<file path="src/rtl/alu_exec.sv">
// ALU execute stage: decodes alu_ctrl, computes a 32-bit result and queues {result, zero, illegal}.
// Latency: 1 cycle from an accepted operation to out_valid when the queue is empty.
// Backpressure: 2-entry output FIFO; in_ready drops only when both entries are held, independent of out_ready.
module alu_exec (
  input  logic        clk,
  input  logic        reset,
  input  logic        in_valid,
  output logic        in_ready,
  input  logic [3:0]  alu_ctrl,
  input  logic [31:0] op_a,
  input  logic [31:0] op_b,
  output logic        out_valid,
  input  logic        out_ready,
  output logic [31:0] result,
  output logic        zero,
  output logic        illegal,
  output logic [7:0]  illegal_count
);

  localparam logic [3:0] CTRL_AND = 4'b0000;
  localparam logic [3:0] CTRL_OR  = 4'b0001;
  localparam logic [3:0] CTRL_ADD = 4'b0010;
  localparam logic [3:0] CTRL_SUB = 4'b0110;
  localparam logic [3:0] CTRL_SLT = 4'b0111;

  localparam logic [1:0] DEPTH = 2'd2;

  // One queued result; zero is computed once at push time so the output path is a plain mux.
  typedef struct packed {
    logic [31:0] res;
    logic        zero;
    logic        ill;
  } entry_t;

  entry_t     fifo_q [2];
  entry_t     fifo_d [2];
  logic       rd_ptr_q, rd_ptr_d;
  logic       wr_ptr_q, wr_ptr_d;
  logic [1:0] count_q, count_d;
  logic [7:0] ill_cnt_q, ill_cnt_d;

  logic [31:0] alu_res;
  logic        alu_ill;
  logic        push;
  logic        pop;
  entry_t      new_entry;
  entry_t      head;

  // Decode the control code and compute the ALU result; unsupported codes yield 0 and flag illegal.
  always_comb begin
    alu_res = 32'd0;
    alu_ill = 1'b0;
    case (alu_ctrl)
      CTRL_AND: alu_res = op_a & op_b;
      CTRL_OR:  alu_res = op_a | op_b;
      CTRL_ADD: alu_res = op_a + op_b;
      CTRL_SUB: alu_res = op_a - op_b;
      CTRL_SLT: alu_res = {31'd0, ($signed(op_a) < $signed(op_b))};
      default: begin
        alu_res = 32'd0;
        alu_ill = 1'b1;
      end
    endcase
  end

  // Handshakes and the entry that would be written on a push.
  always_comb begin
    in_ready       = (count_q < DEPTH);
    out_valid      = (count_q != 2'd0);
    push           = in_valid & in_ready;
    pop            = out_valid & out_ready;
    new_entry.res  = alu_res;
    new_entry.zero = (alu_res == 32'd0);
    new_entry.ill  = alu_ill;
  end

  // Next-state for FIFO storage, pointers, occupancy and the saturating illegal counter.
  always_comb begin
    fifo_d[0] = fifo_q[0];
    fifo_d[1] = fifo_q[1];
    wr_ptr_d  = wr_ptr_q;
    rd_ptr_d  = rd_ptr_q;
    count_d   = count_q;
    ill_cnt_d = ill_cnt_q;

    if (push) begin
      fifo_d[wr_ptr_q] = new_entry;
      wr_ptr_d         = ~wr_ptr_q;
    end
    if (pop) begin
      rd_ptr_d = ~rd_ptr_q;
    end

    case ({push, pop})
      2'b10:   count_d = count_q + 2'd1;
      2'b01:   count_d = count_q - 2'd1;
      default: count_d = count_q;
    endcase

    if (push && alu_ill && (ill_cnt_q != 8'hFF)) begin
      ill_cnt_d = ill_cnt_q + 8'd1;
    end
  end

  // State registers; reset wins over any push or pop in the same cycle and flushes the queue.
  always_ff @(posedge clk) begin
    if (reset) begin
      fifo_q[0] <= '0;
      fifo_q[1] <= '0;
      wr_ptr_q  <= 1'b0;
      rd_ptr_q  <= 1'b0;
      count_q   <= 2'd0;
      ill_cnt_q <= 8'd0;
    end else begin
      fifo_q[0] <= fifo_d[0];
      fifo_q[1] <= fifo_d[1];
      wr_ptr_q  <= wr_ptr_d;
      rd_ptr_q  <= rd_ptr_d;
      count_q   <= count_d;
      ill_cnt_q <= ill_cnt_d;
    end
  end

  // Present the head entry; outputs are forced to zero while the queue is empty.
  always_comb begin
    head          = fifo_q[rd_ptr_q];
    result        = out_valid ? head.res  : 32'd0;
    zero          = out_valid ? head.zero : 1'b0;
    illegal       = out_valid ? head.ill  : 1'b0;
    illegal_count = ill_cnt_q;
  end

endmodule

</file>
<file path="config.mk">
export PLATFORM = sky130hd
export DESIGN_NAME = alu_exec
export DESIGN_NICKNAME = d
export VERILOG_FILES = /design/src/rtl/alu_exec.sv
export SDC_FILE = /design/constraint.sdc
export NUM_CORES = 1
export LEC_CHECK = 0
export ABC_AREA = 1
export CORE_UTILIZATION = 50
export CTS_CLUSTER_SIZE = 10
export DETAILED_ROUTE_END_ITERATION = 10
export HOLD_SLACK_MARGIN = 0.06
export PLACE_DENSITY = 0.74
export SYNTH_ARGS = -nofsm -noshare
export SYNTH_HDL_FRONTEND = slang
export SYNTH_SLANG_ARGS = --single-unit
export TNS_END_PERCENT = 10
</file>
<file path="constraint.sdc">
create_clock -name clk -period 7.2 [get_ports clk]
set_input_delay 1.44 -clock clk [delete_from_list [all_inputs] [get_ports clk]]
set_output_delay 1.44 -clock clk [all_outputs]
set_load 0.05 [all_outputs]
</file>
======== Word-level counts from Yosys, hierarchy flattened ========
Memories as Yosys holds them, arrays and structs flattened. A register that Yosys moved wholly into a read port is not among the register bits.
Index checks and enable logic that the tools add are counted.
word-level totals
  register bits ........................... 12
  RAM bits ................................ 68
  input bits .............................. 72
  output and inout bits ................... 44
  word-level logic and storage cells ...... 55
  memories ................................ 1
memories
  memory  words  width  rd ports  clocked after Yosys merged registers in  write ports  RTL line  RTL
  fifo_q  2      34     3         1                                        2            35        entry_t fifo_q [2];
operators by class
  add/sub/neg operators ................... 5
  $lt $le $gt $ge ......................... 4
  eq/ne operators ......................... 7
  muxes and demuxes ....................... 17
  bitwise gates (word level) .............. 9
  reductions and logical operators ........ 8
operator list
  operator                                              count
  one-hot mux 32 bit (5 select lines)                   1
  2-to-1 mux 34 bit                                     3
  bitwise mux 68 bit                                    1
  2-to-1 mux 68 bit                                     1
  demux 34 bit (select 1 bit)                           1
  adder 32 bit                                          1
  AND 32 bit                                            1
  logical NOT 32 bit                                    1
  less-than comparator 32 bit                           1
  2-to-1 mux 32 bit                                     1
  OR 32 bit                                             1
  subtractor 32 bit                                     1
  adder 8 x 1 -> 8 bit (second input constant)          1
  equality test 4 x 3 -> 1 bit (second input constant)  2
  2-to-1 mux 1 bit                                      8
  != test 8 bit (second input constant)                 1
  OR reduction 5 bit                                    1
  equality test 4 x 1 -> 1 bit (second input constant)  1
  equality test 4 x 2 -> 1 bit (second input constant)  1
  logical NOT 4 bit                                     1
  one-hot mux 2 bit (2 select lines)                    1
  nonzero test 2 bit                                    2
  logical AND 1 bit                                     3
  adder 2 x 1 -> 2 bit (second input constant)          1
  10 further kinds                                      13

======== Logic depth before layout (Yosys ltp) ========
Gate-level depths: netlist of the first run.
  depth after elaboration ................. 8
  gate-level depth with buffers ........... 21
  gate-level depth less buffers ........... 21

======== Worst setup path after synthesis of the first run ========
Ideal clock, no wire load.
  path type ............................... register -> output
  start ................................... reg count_q[0]
  end ..................................... out result[22]
  data arrival time ....................... 2.110 ns
  required time ........................... 5.760 ns
  setup slack ............................. 3.650 ns
  cell stages (with the launch flop) ...... 6
  path through ............................ dfxtp_1 > nor2_1 > inv_1 > clkbuf_1 > o21ai_0 > a21oi_1
on the way
  longest elaborated chain between the ends .. 2
ends and longest elaborated chain
  element                 RTL line  RTL
  start, declared         39        logic [1:0] count_q, count_d;
  start signal, assigned  119       count_q <= count_d;
  nonzero test 2 bit      69        out_valid = (count_q != 2'd0);
  named net out_valid     12        output logic out_valid,
  2-to-1 mux 32 bit       127       result = out_valid ? head.res : 32'd0;
  end, declared           14        output logic [31:0] result,
The timed path passes the listed nets, and every way through them passes these cells.

==> results of run 1 <==
-- power breakdown --
part	leakage, nW	switching [mW]	internal [mW]	total [mW]
clock network	0.133	0.195	0.247	0.442
logic	5.15	0.824	0.366	1.19
registers	0.661	0.0576	0.506	0.564
total	5.94	1.08	1.12	2.20
-- layout by cell type, fill, tap and decap left out, types with 18 or more instances in the layout --
cell type,synthesis,layout
nand2_1,454,454
inv_1,390,390
nand3_1,162,161
nor2_1,132,131
clkdlybuf4s50_1,0,115
a21oi_1,107,107
ha_1,104,104
o21ai_0,80,80
dfxtp_1,81,80
o22ai_1,56,56
o211ai_1,26,26
nand4_1,20,20
nor3_1,18,18
-- layer usage --
layer  global-route usage (%)  up-vias  share of wire (%)
li1                         -     5643                  -
met1                    43.62     5027                 44
met2                    54.95      468                 44
met3                    4.610       95                7.4
met4                    17.49        0                5.0
met5                        0        -                  0
-- per-stage QoR --
stage | std cells | cell area, um^2 | worst slack, ns | hold WS (ns) | power (mW)
2_1_floorplan | 1745 | 9814 | 3.650 | 0.4255 | 1.368
5_1_grt | 2082 | 11340 | 2.497 | 0.4794 | 2.331
3_3_place_gp | 2066 | 11050 | 2.443 | 0.4305 | 1.733
4_1_cts | 2082 | 11340 | 2.667 | 0.4584 | 2.190
6_report | 2082 | 11340 | 2.637 | 0.4615 | 2.196
3_5_place_dp | 2066 | 11050 | 2.430 | 0.4469 | 1.745
-- worst paths after layout --
path,start,end,slack [ns]
setup / recovery,alu_ctrl[1],fifo_q[1][1],2.64
hold / removal,rd_ptr_q,flop,0.46
setup reg to reg,count_q[0],count_q[1],4.81
hold reg to reg,rd_ptr_q,flop,0.46
-- cell families (layout without fill, tap and decap cells) --
logic type | Yosys count | in the layout | synth area share (%)
adders and majority gates | 106 | 106 | 13.67
DFF | 81 | 81 | 16.52
buffers and inverters | 453 | 530 | 18.01
and+or+nand+nor | 813 | 813 | 34.93
AOI/OAI and AO/OA | 290 | 290 | 16.69
xor gates and xnor gates | 2 | 2 | 0.1785
-- registers in the layout, summed over array words and instances (netlist names), named ones only --
signal         flops
illegal_count      8
fifo_q            68
wr_ptr_q           1
count_q            2
rd_ptr_q           1
-- cells in the mapped netlist, types with 2 or more instances --
| cell type | number | area share, % |
|---|---|---|
| nand2_1 | 454 | 17 |
| inv_1 | 390 | 15 |
| nand3_1 | 162 | 8.3 |
| nor2_1 | 132 | 5.0 |
| a21oi_1 | 107 | 5.5 |
| ha_1 | 104 | 13 |
| dfxtp_1 | 81 | 17 |
| o21ai_0 | 80 | 4.1 |
| o22ai_1 | 56 | 3.6 |
| clkbuf_1 | 30 | 1.1 |
| o211ai_1 | 26 | 2.0 |
| nand4_1 | 20 | 1.3 |
| nor3_1 | 18 | 0.92 |
| buf_2 | 17 | 0.87 |
| o21bai_1 | 12 | 0.92 |
| nor2_2 | 8 | 0.51 |
| inv_2 | 6 | 0.23 |
| buf_4 | 4 | 0.31 |
| buf_6 | 4 | 0.46 |
| nand3b_1 | 4 | 0.31 |
| a21oi_2 | 3 | 0.27 |
| a31oi_1 | 3 | 0.19 |
| nand3_2 | 3 | 0.31 |
| nor4_1 | 3 | 0.19 |
| and2_1 | 2 | 0.13 |
| fa_1 | 2 | 0.41 |
| nand2_2 | 2 | 0.13 |
| nor2_4 | 2 | 0.23 |
| xor2_1 | 2 | 0.18 |
-- final cells by class --
type                       instances  area [um^2]  area share (%)
inverter                         396         1486           13.11
multi-input combinational       1211         6437           56.79
tap                              260        325.3           2.870
clock inverter                     6        51.30          0.4525
clock buffer                      10        239.0           2.108
sequential                        81         1623           14.32
timing repair buffer             118         1174           10.35
==> run metrics, run 1 <==
status=finished clean; slowest CP cell=nand2_1; HPWL after DPL=about 28000 um; Root Buffer=clkbuf_16; Layout area overhead=15.50%; CP Buf/Inv Count=2; yosys warns=0; unrepaired setup endpoints after global routing=false; vias in the first global route=10280; worst clock skew=just under 0.005 ns; Syn Inst Count=approximately 1700; vias per cell=~5.4; final hold viol count=0; Synth Register Bits=slightly above 80; Starting Density=between 50% and 60%; number of I/O port buffers=115; Data arrival, critical path=~4.8 ns; Mapped Area=about 0.0098 mm^2; cell breakdown of the critical path=clkdlybuf4s50_1 -> nor2_1 -> nand2_1 -> o22ai_1 -> inv_1 -> nand2_1 -> nor2_2 -> nand3_1 -> nor2_1 -> nand2_1 -> nor2_1 -> nand3_2 -> o21ai_2; hold crit path type=flop to flop; initial antenna violation count=0; syn nets=around 1900; Leakage Power=5.943 nW; Starting DRT DRC Count=around 890; clock tree buffer depth=2; CP Launch Type=input pin; Core ar.=between 0.015 and 0.02 mm^2; DR pass1 iterations=8; Worst-Margin Slew=between 1 and 1.5 ns; Post-Route Utilization=59.80%; Final ANT Viol Nets=0; final count of negative-setup-slack endpoints=0; worst skew pair latency=roughly 0.34 ns; layout cell share with drive strength beyond 1=around 2.6%; Final Max Slew Viols=0; Boundary Pins=116; Die X=between 100 and 150 um; Post-CTS Resized=0; routability congestion estimate=around 1.0; CP max FO=25; global-route wire length before repair=around 53000 um; vias=11230; clk sinks=between 80 and 90; VDD IR-drop max=0.1831 mV; Max transition margin=between 10% and 20%; Diodes inserted=0; Worst EP required=7.40 ns; H-tree depth=3; die area=approximately 0.020 mm^2; Pwr per Cell Area=193.7 mW/mm^2; MaxCap Viol Count=0; fillers=~2000; fin nets=between 1500 and 2000; Routed wire per std cell=about 16 um; syn avg cell area=5.624 um^2; slowest cell delay on critical path=around 0.86 ns; Setup TNS Final=0 ns; Synth async-reset ratio=0%; CP Depth=13; drc violations=0; Post-CTS Hold Fix Bufs=0; post-layout min period=approximately 4.6 ns; Seq/Total Area, Yosys=16.52%; row count=50; total global-route track usage=between 30 and 40%; gr ovfl total=0; Die Y-Extent=roughly 140 um; Post-synth EDFFs=0; final WL=about 34000 um; setup bufs post-CTS=0; largest net degree at the start of global routing=69; count of cell types in the netlist=37; hold depth=1; Setup crit end kind=flop; r2r worst-path depth=9; TritonCTS buffer count=9; Synth Flop Type=dfxtp_1; f_max=219.2 MHz; period utilization=between 60% and 70%; crit-path leading delay family=simple AND/OR/NAND/NOR gates; CTS tree=done; Clk pin slew, worst setup/hold paths=around 0.060 ns; critical path class=input pin to flop
(Power assumes the default switching activity.)
==> run 2, diff against run 1 <==
==> constraint.sdc (replaced) <==
create_clock -name clk -period 4.5 [get_ports clk]
set_input_delay 0.9 -clock clk [delete_from_list [all_inputs] [get_ports clk]]
set_output_delay 0.9 -clock clk [all_outputs]
set_load 0.05 [all_outputs]
==> run 2 against run 1 <==
  * First-iteration DRC count decreased by 4.2%
  * Non-clock buffer count increased by 21
  * Die area stayed put
  * Critical path depth increased by 5
  * Total power rose by 61%
  * Sequential share of layout area decreased by 0.20 points
  * Clock-buffer cell count did not move
  * Clock power rose by 59%
  * Cell count grew 1.0%
  * Largest power group unchanged
==> run metrics, run 2 (same netlist as run 1, synthesis figures left out) <==
Leakage Power=6.046 nW (+1.7%); vias per cell=5.342 (-0.99%); setup bufs post-CTS=0 (unchanged); DR pass1 iterations=7 (-1); period utilization=approximately 90%; fillers=1961 (-1.7%); Clk pin slew, worst setup/hold paths=0.06 ns (about the same); total global-route track usage=34.52% (+0.68 points); clk sinks=81 (unchanged); fin nets=2016 (+1.1%); critical path class=input pin to flop; Data arrival, critical path=4.31 ns (-0.45 ns); Post-CTS Resized=0 (unchanged); placed cell areas=0.01121 mm^2 (+1.5%); die area=0.02019 mm^2 (unchanged); gr ovfl total=0 (unchanged); Root Buffer=clkbuf_16; Die X=142.1 um (unchanged); hold crit path type=flop to flop; number of I/O port buffers=115 (unchanged); layout cell share with drive strength beyond 1=3.690% (+1.1 points); most frequent cells in the layout=nand2_1 (454), inv_1 (390), nand3_1 (162); total power=3.547 mW (+61%); Setup crit end kind=flop; largest net degree at the start of global routing=46 (-33%); beginning of the critical path=op_b[0]; Pwr per Cell Area=308.4 mW/mm^2 (+59%); commonest non-fill, non-tap cell in the layout=nand2_1; drc violations=0 (unchanged); Worst R2R Start=count_q[1]; Routed wire per std cell=16.30 um (+0.52%); f_max=247.0 MHz; Post-Route Utilization=60.66% (+0.86 points); clock tree buffer depth=2 (unchanged); final WL=34290 um (+1.5%); Hold Worst Slack=0.4561 ns (-0.005385 ns); TritonCTS buffer count=9 (unchanged); Layout area overhead=17.16%; CTS tree=done; post-layout min period=between 4 and 5 ns; Min-Delay Endpoint=rd_ptr_q; row count=50 (unchanged); global-route wire length before repair=54110 um (+2.2%); Final Max Slew Viols=0 (unchanged); routability congestion estimate=0.9630 (-3.8%); status=finished clean; CP max FO=5 (-80%); Boundary Pins=116 (unchanged); initial antenna violation count=0 (unchanged); hold depth=1 (unchanged); HP Start=rd_ptr_q; Post-CTS Hold Fix Bufs=0 (unchanged); worst skew pair latency=0.34 ns (about the same); Diodes inserted=0 (unchanged); worst clock skew=0.006424 ns (+0.001555 ns); MaxCap Viol Count=0 (unchanged); CP Launch Type=input pin; Top reg by flops=fifo_q; worst flop-to-flop path endpoint=fifo_q[1][26]; Final Instance Area=0.01150 mm^2 (+1.4%); Starting DRT DRC Count=849 (-4.2%); vias in the first global route=10410 (+1.3%); unrepaired setup endpoints after global routing=false; vias=11230 (+0.0089%); VDD IR-drop max=0.2456 mV (+34%); flop2flop setup slack=2.28 ns (-2.53 ns); Starting Density=51.78% (unchanged); final count of negative-setup-slack endpoints=0 (unchanged); Largest register FFs=68 (unchanged); Max transition margin=15.97% (-3.6 points); Core ar.=0.01896 mm^2 (unchanged); Worst-Margin Slew=1.259 ns (+0.05382 ns); H-tree depth=3 (unchanged); final hold viol count=0 (unchanged); r2r worst-path depth=7 (-2); Worst EP required=4.76 ns (-2.64 ns); Die Y-Extent=142.1 um (unchanged); Final ANT Viol Nets=0 (unchanged); Setup TNS Final=0 ns (unchanged); HPWL after DPL=28380 um (+3.1%)
run 2: final cells by class:
cell class	instances	area (um^2)	share of cell area (%)
multi-input cells	1211	6432	55.94
flip-flops and latches	81	1623	14.11
inverters	396	1486	12.93
repair buffers	139	1344	11.69
well taps	260	325.3	2.829
clock buffers	10	239.0	2.078
clock inverters	6	48.80	0.4244
run 2: worst max path at each step:
stage | end | slack (ns) | cells after the start
floorplan | result[22] | 1.49 | 5
global placement | fifo_q[1][1] | 0.19 | 18
detailed placement | fifo_q[1][1] | 0.21 | 18
CTS | fifo_q[1][1] | 0.55 | 18
global route | fifo_q[1][1] | 0.33 | 18
finish | fifo_q[1][1] | 0.45 | 18
run 2: where the power goes:
part / leakage [nW] / total, mW / switching [mW] / internal (mW)
Combinational: 5.25 / 1.96 / 1.35 / 0.612
Clock: 0.132 / 0.704 / 0.311 / 0.393
Sequential: 0.661 / 0.879 / 0.0682 / 0.811
run 2: stage by stage:
stage	cells	setup slack (ns)
after floorplan	1745	1.490
after global placement	2087	0.1859
after detailed placement	2087	0.2091
after CTS	2103	0.5479
after global routing	2103	0.3305
final	2103	0.4515
run 2: per-layer routing:
metal,part of all wire (%),GRT usage [%]
met1,44,44.55
met2,46,58.88
met3,6.6,4.004
met4,3.4,12.62
met5,0,0
run 2: worst max-delay path: stages:
cell and delay, ns:
clkdlybuf4s50_1 0.45, ha_1 0.30, fa_1 0.50, nand2_1 0.12, nand3_1 0.12, nand3_1 0.12
nand2_1 0.11, nand2_1 0.14, nand2_1 0.15, nand2_1 0.11, nand3_1 0.07, nand3_1 0.08
nand3_1 0.16, nor2_1 0.27, nand2_1 0.08, nor2_1 0.34, nand3_2 0.15, o21ai_2 0.12
